$ cat config.mk
export PLATFORM = sky130hd
export DESIGN_NAME = mc_controller
export DESIGN_NICKNAME = d
export VERILOG_FILES = /design/src/rtl/mc_controller.sv
export SDC_FILE = /design/constraint.sdc
export NUM_CORES = 1
export LEC_CHECK = 0
export CAP_MARGIN = 10
export CORE_MARGIN = 5
export CORE_UTILIZATION = 44
export CTS_CLUSTER_SIZE = 8
export DETAILED_ROUTE_END_ITERATION = 16
export GPL_ROUTABILITY_DRIVEN = 0
export PLACE_DENSITY = 0.79
export SLEW_MARGIN = 20
export SYNTH_ARGS = -nofsm -noshare
export SYNTH_HDL_FRONTEND = slang
export SYNTH_SLANG_ARGS = --single-unit
$ cat constraint.sdc
create_clock -name clk -period 2.41 [get_ports clk]
set_clock_uncertainty 0.2 [all_clocks]
set_input_delay 0.3615 -clock clk [delete_from_list [all_inputs] [get_ports clk]]
set_output_delay 0.3615 -clock clk [all_outputs]
set_load 0.01 [all_outputs]
$ cat src/rtl/mc_controller.sv
// mc_controller: multicycle MIPS control unit (Moore FSM).
// Sequences fetch/decode/execute/memory/writeback. Memory states wait on
// mem_ready, and a wait counter raises bus_err after MAX_WAIT idle cycles.
// Optional feature macro: MC_CONTROLLER_JAL_EN (adds jal with link writeback).
module mc_controller #(
  parameter int unsigned OP_W     = 6,
  parameter int unsigned FUNCT_W  = 6,
  parameter int unsigned ALUC_W   = 3,
  parameter int unsigned MAX_WAIT = 15
) (
  input  logic              clk,
  input  logic              reset_n,
  input  logic [OP_W-1:0]   op,
  input  logic [FUNCT_W-1:0] funct,
  input  logic              zero,
  input  logic              mem_ready,
  output logic              pcen,
  output logic              iord,
  output logic              irwrite,
  output logic              memwrite,
  output logic              memtoreg,
  output logic              regdst,
  output logic              regwrite,
  output logic              alusrca,
  output logic [1:0]        alusrcb,
  output logic [1:0]        pcsrc,
  output logic [ALUC_W-1:0] alucontrol,
  output logic              immext,
  output logic              link,
  output logic              illegal,
  output logic              bus_err
);

  localparam int unsigned CNT_W = $clog2(MAX_WAIT + 1);

  localparam logic [OP_W-1:0] OP_RTYPE = OP_W'(6'b000000);
  localparam logic [OP_W-1:0] OP_J     = OP_W'(6'b000010);
  localparam logic [OP_W-1:0] OP_BEQ   = OP_W'(6'b000100);
  localparam logic [OP_W-1:0] OP_BNE   = OP_W'(6'b000101);
  localparam logic [OP_W-1:0] OP_ADDI  = OP_W'(6'b001000);
  localparam logic [OP_W-1:0] OP_SLTI  = OP_W'(6'b001010);
  localparam logic [OP_W-1:0] OP_ANDI  = OP_W'(6'b001100);
  localparam logic [OP_W-1:0] OP_ORI   = OP_W'(6'b001101);
  localparam logic [OP_W-1:0] OP_LW    = OP_W'(6'b100011);
  localparam logic [OP_W-1:0] OP_SW    = OP_W'(6'b101011);
`ifdef MC_CONTROLLER_JAL_EN
  localparam logic [OP_W-1:0] OP_JAL   = OP_W'(6'b000011);
`endif

  localparam logic [FUNCT_W-1:0] FN_ADD = FUNCT_W'(6'b100000);
  localparam logic [FUNCT_W-1:0] FN_SUB = FUNCT_W'(6'b100010);
  localparam logic [FUNCT_W-1:0] FN_AND = FUNCT_W'(6'b100100);
  localparam logic [FUNCT_W-1:0] FN_OR  = FUNCT_W'(6'b100101);
  localparam logic [FUNCT_W-1:0] FN_SLT = FUNCT_W'(6'b101010);

  localparam logic [2:0] ALU_AND = 3'b000;
  localparam logic [2:0] ALU_OR  = 3'b001;
  localparam logic [2:0] ALU_ADD = 3'b010;
  localparam logic [2:0] ALU_SUB = 3'b110;
  localparam logic [2:0] ALU_SLT = 3'b111;

  typedef enum logic [3:0] {
    S_FETCH,
    S_DECODE,
    S_MEMADR,
    S_MEMRD,
    S_MEMWB,
    S_MEMWR,
    S_RTEXEC,
    S_RTWB,
    S_IEXEC,
    S_IWB,
    S_BRANCH,
    S_JUMP,
    S_JAL
  } state_e;

  state_e           state_q, state_d;
  logic [CNT_W-1:0] cnt_q, cnt_d;
  logic             wait_st;
  logic             timeout;
  logic [2:0]       alu3;

  // State register and wait counter; reset aborts any instruction in flight.
  always_ff @(posedge clk or negedge reset_n) begin
    if (!reset_n) begin
      state_q <= S_FETCH;
      cnt_q   <= '0;
    end else begin
      state_q <= state_d;
      cnt_q   <= cnt_d;
    end
  end

  // Next-state, wait-counter and Moore output decode.
  always_comb begin
    state_d  = state_q;
    pcen     = 1'b0;
    iord     = 1'b0;
    irwrite  = 1'b0;
    memwrite = 1'b0;
    memtoreg = 1'b0;
    regdst   = 1'b0;
    regwrite = 1'b0;
    alusrca  = 1'b0;
    alusrcb  = 2'b00;
    pcsrc    = 2'b00;
    alu3     = ALU_AND;
    immext   = 1'b0;
    link     = 1'b0;
    illegal  = 1'b0;
    bus_err  = 1'b0;

    wait_st = (state_q == S_FETCH) || (state_q == S_MEMRD) || (state_q == S_MEMWR);
    // A ready in the same cycle the count hits MAX_WAIT still counts as success.
    timeout = wait_st && !mem_ready && (cnt_q == CNT_W'(MAX_WAIT));

    case (state_q)
      S_FETCH: begin
        alusrcb = 2'b01;
        alu3    = ALU_ADD;
        if (timeout) begin
          bus_err = 1'b1;
          state_d = S_FETCH;
        end else if (mem_ready) begin
          irwrite = 1'b1;
          pcen    = 1'b1;
          state_d = S_DECODE;
        end
      end
      S_DECODE: begin
        alusrcb = 2'b11;
        alu3    = ALU_ADD;
        if ((op == OP_LW) || (op == OP_SW)) begin
          state_d = S_MEMADR;
        end else if (op == OP_RTYPE) begin
          state_d = S_RTEXEC;
        end else if ((op == OP_BEQ) || (op == OP_BNE)) begin
          state_d = S_BRANCH;
        end else if ((op == OP_ADDI) || (op == OP_SLTI) ||
                     (op == OP_ANDI) || (op == OP_ORI)) begin
          state_d = S_IEXEC;
        end else if (op == OP_J) begin
          state_d = S_JUMP;
`ifdef MC_CONTROLLER_JAL_EN
        end else if (op == OP_JAL) begin
          state_d = S_JAL;
`endif
        end else begin
          illegal = 1'b1;
          state_d = S_FETCH;
        end
      end
      S_MEMADR: begin
        alusrca = 1'b1;
        alusrcb = 2'b10;
        alu3    = ALU_ADD;
        state_d = (op == OP_LW) ? S_MEMRD : S_MEMWR;
      end
      S_MEMRD: begin
        iord = 1'b1;
        if (timeout) begin
          bus_err = 1'b1;
          state_d = S_FETCH;
        end else if (mem_ready) begin
          state_d = S_MEMWB;
        end
      end
      S_MEMWB: begin
        regwrite = 1'b1;
        memtoreg = 1'b1;
        state_d  = S_FETCH;
      end
      S_MEMWR: begin
        iord = 1'b1;
        if (timeout) begin
          bus_err = 1'b1;
          state_d = S_FETCH;
        end else begin
          memwrite = 1'b1;
          if (mem_ready) begin
            state_d = S_FETCH;
          end
        end
      end
      S_RTEXEC: begin
        alusrca = 1'b1;
        alusrcb = 2'b00;
        case (funct)
          FN_ADD:  alu3 = ALU_ADD;
          FN_SUB:  alu3 = ALU_SUB;
          FN_AND:  alu3 = ALU_AND;
          FN_OR:   alu3 = ALU_OR;
          FN_SLT:  alu3 = ALU_SLT;
          default: begin
            alu3    = ALU_ADD;
            illegal = 1'b1;
          end
        endcase
        state_d = S_RTWB;
      end
      S_RTWB: begin
        regwrite = 1'b1;
        regdst   = 1'b1;
        state_d  = S_FETCH;
      end
      S_IEXEC: begin
        alusrca = 1'b1;
        alusrcb = 2'b10;
        if (op == OP_SLTI) begin
          alu3 = ALU_SLT;
        end else if (op == OP_ANDI) begin
          alu3   = ALU_AND;
          immext = 1'b1;
        end else if (op == OP_ORI) begin
          alu3   = ALU_OR;
          immext = 1'b1;
        end else begin
          alu3 = ALU_ADD;
        end
        state_d = S_IWB;
      end
      S_IWB: begin
        regwrite = 1'b1;
        state_d  = S_FETCH;
      end
      S_BRANCH: begin
        alusrca = 1'b1;
        alusrcb = 2'b00;
        alu3    = ALU_SUB;
        pcsrc   = 2'b01;
        pcen    = (op == OP_BNE) ? ~zero : zero;
        state_d = S_FETCH;
      end
      S_JUMP: begin
        pcsrc   = 2'b10;
        pcen    = 1'b1;
        state_d = S_FETCH;
      end
`ifdef MC_CONTROLLER_JAL_EN
      S_JAL: begin
        pcsrc    = 2'b10;
        pcen     = 1'b1;
        regwrite = 1'b1;
        link     = 1'b1;
        state_d  = S_FETCH;
      end
`endif
      default: begin
        state_d = S_FETCH;
      end
    endcase

    // Counter restarts on every state entry (including FETCH re-entry on timeout).
    cnt_d = (wait_st && !mem_ready && !timeout) ? cnt_q + CNT_W'(1) : '0;

    // Enables are gated combinationally so an async reset kills them at once.
    if (!reset_n) begin
      pcen     = 1'b0;
      irwrite  = 1'b0;
      memwrite = 1'b0;
      regwrite = 1'b0;
      illegal  = 1'b0;
      bus_err  = 1'b0;
    end

    alucontrol = ALUC_W'(alu3);
  end

endmodule

==> out/metrics.yaml <==
maxCapViolCount: 0
nets: 207
drt.antenna.violating_nets: 0
die_w_um: 56.7
numCtsBuffers: 3
crit_buf_inv: 2
finalSetupViolations: 0
crit_slowest_cell: "clkdlybuf4s50_1"
power_mw: 0.982
synth_area_um2: 958
diodes: 0
layout_min_cycle_time_ps: 2380
avgSynthCellArea_um2: 7.26
post-route-period-util: 0.986
grt_use_total: 0.206
drt_first_pass_iters: 4
holdWs_ps: 263
yosys_warnings: 0
path_cells: "clkdlybuf4s50_1, nor4_2, a31oi_1, o32ai_1, clkdlybuf4s15_2"
final_hold_viol_count: 0
start_kind: "input pin"
syn_nets: 149
drc: 0
grt_max_degree: 18
htreeDepth: 1
synth-edff-count: 0
slew_violations: 0
status: "complete, no violations"
antenna_found_initial: 0
drtIter0Drc: 31
grt_most_used_layer: "met2"
p_per_area_mw_per_mm2: 611
clk_path_buf_depth: 2
syn_inst: 132
clk_latency_ps: 250
drive_above_1_share: 0.309
dp_cells: 212
grt_pass1_vias: 1163
synthArstFlopShare: 1.00
instances_no_fill: 215
io_pins: 35
fillers: 155
cp_top_family: "buffers and inverters"
cts_setup_buffers: 0
vias_per_cell: 5.83
area_growth_pct: 67.8
routedWlPerCell_um: 15.5
cts_tree: "yes"
slowest_delay_ps: 440
grt_pass1_wl_um: 5420
ys_seq_area_frac: 0.209
hold_path_class: "in -> async"
die-area_mm2: 0.00321
core_area_mm2: 0.00202
clock.fmax_ghz: 0.421
dp_hpwl_um: 2430
met2_usage: 0.332
vdd_ir_drop_max_mv: 0.613
critical_path_class: "in -> out"
vias: 1253
start_util: 0.474
synthDistinctLibCells: 49
arrival_ps: 1810
synth_seq_cells: 8
num_rows: 16
die_h_um: 56.7
gr-usage-met1: 0.284
leakage_nw: 0.721
hold_buffers: 0
drt_wl_total_um: 3340
root_buffer: "clkbuf_4"
fin_setup_tns_ps: 0
cp-end-kind: "output pin"
cp_max_fo: 2
clk_pin_slew_ps: 50
clock_sinks: 8
grt_util_met3: 0.0206
portBuffers: 33
ys_dominant_reg_cell: "dfrtp_1"
grt_overflow: 0
critPathRequiredTime_ps: 1850
[report_power, final]
group	switching (mW)	internal [mW]
Sequential	0.0285	0.166
Combinational	0.336	0.350
Clock	0.0447	0.0569
Total	0.409	0.573
[worst register-to-register path, cell delays in order (launching register included)]
cell     delay (ps)
dfrtp_1         390
or4b_4          580
or4b_1          510
nand3_1          90
a32o_2          110
[path summary, 6_finish.rpt]
check / from / end / slack (ps) / depth (start not counted)
max: op[2] / alucontrol[2] / 30 / 5
min: reset_n / cnt_q[1] / 260 / 2
max reg2reg: state_q[2] / state_q[2] / 460 / 4
min reg2reg: cnt_q[0] / cnt_q[0] / 270 / 1
max in group asynchronous: reset_n / cnt_q[3] / 1590 / 2
min in group clk: cnt_q[0] / cnt_q[0] / 270 / 1
[stage by stage]
stage	worst slack [ps]	instance area, um2	util
3_5_place_dp	-445	1490	0.739
5_1_grt	-53.5	1610	0.795
2_1_floorplan	323	958	-
6_report	34.6	1610	0.795
4_1_cts	-138	1560	0.770
3_3_place_gp	-400	1490	0.739
[cell usage in the layout (no fill, tap or decap), types with 4 or more instances in the layout]
cell type and n:
nand2b_1 4, a21oi_1 4, nand2_1 8, nor3_1 4, clkdlybuf4s50_1 19, buf_4 25
nand3_1 7, dlygate4sd2_1 4, dlymetal6s2s_1 5, nor2_1 19, dfrtp_1 8, o21ai_0 7
[cell families after synthesis]
group                      synth area share
buffers and inverters                0.0561
AOI/OAI and AO/OA                     0.231
and+or+nand+nor                       0.418
other                               0.00391
xor gates and xnor gates             0.0457
muxes                                0.0235
DFF                                   0.209
adders and majority gates            0.0131
[state kept, by name, indices dropped and copies added (netlist names)]
signal and count:
cnt_q 4, state_q 4
[layout make-up]
| class | instances | area (um2) | share of cell area |
|---|---|---|---|
| clock buffers | 3 | 22.5 | 0.0140 |
| repair buffers | 62 | 559 | 0.348 |
| inverters | 2 | 7.51 | 0.00467 |
| multi-input cells | 113 | 785 | 0.488 |
| well taps | 27 | 33.8 | 0.0210 |
| flip-flops and latches | 8 | 200 | 0.125 |
[cells in the mapped netlist (2+ instances only)]
cell type  count  share of area
a211oi_1       2          0.016
a21oi_1        4          0.021
a22oi_1        3          0.023
a31oi_1        3          0.020
and2_1         3          0.020
clkbuf_1       5          0.020
dfrtp_1        8           0.21
inv_1          2         0.0078
mux2_2         2          0.023
nand2_1        8          0.031
nand2b_1       5          0.033
nand3_1        7          0.037
nand4_1        2          0.013
nor2_1        20          0.078
nor2b_1        7          0.046
nor3_1         5          0.026
nor3b_1        4          0.031
o21ai_0        7          0.037
o22ai_1        2          0.013
xnor2_1        4          0.037
[per-layer routing]
metal,vias to the layer above,part of all wire
met5,-,0
li1,602,-
met1,607,0.44
met3,4,0.054
met2,40,0.49
met4,0,0.0090
[what timing repair did]
action                                  in CTS  in global routing
gates resized for setup                     32                 20
pin swaps                                    1                  4
endpoints found under the setup margin      12                  8
No activity file was read; power rests on OpenSTA's default activity.
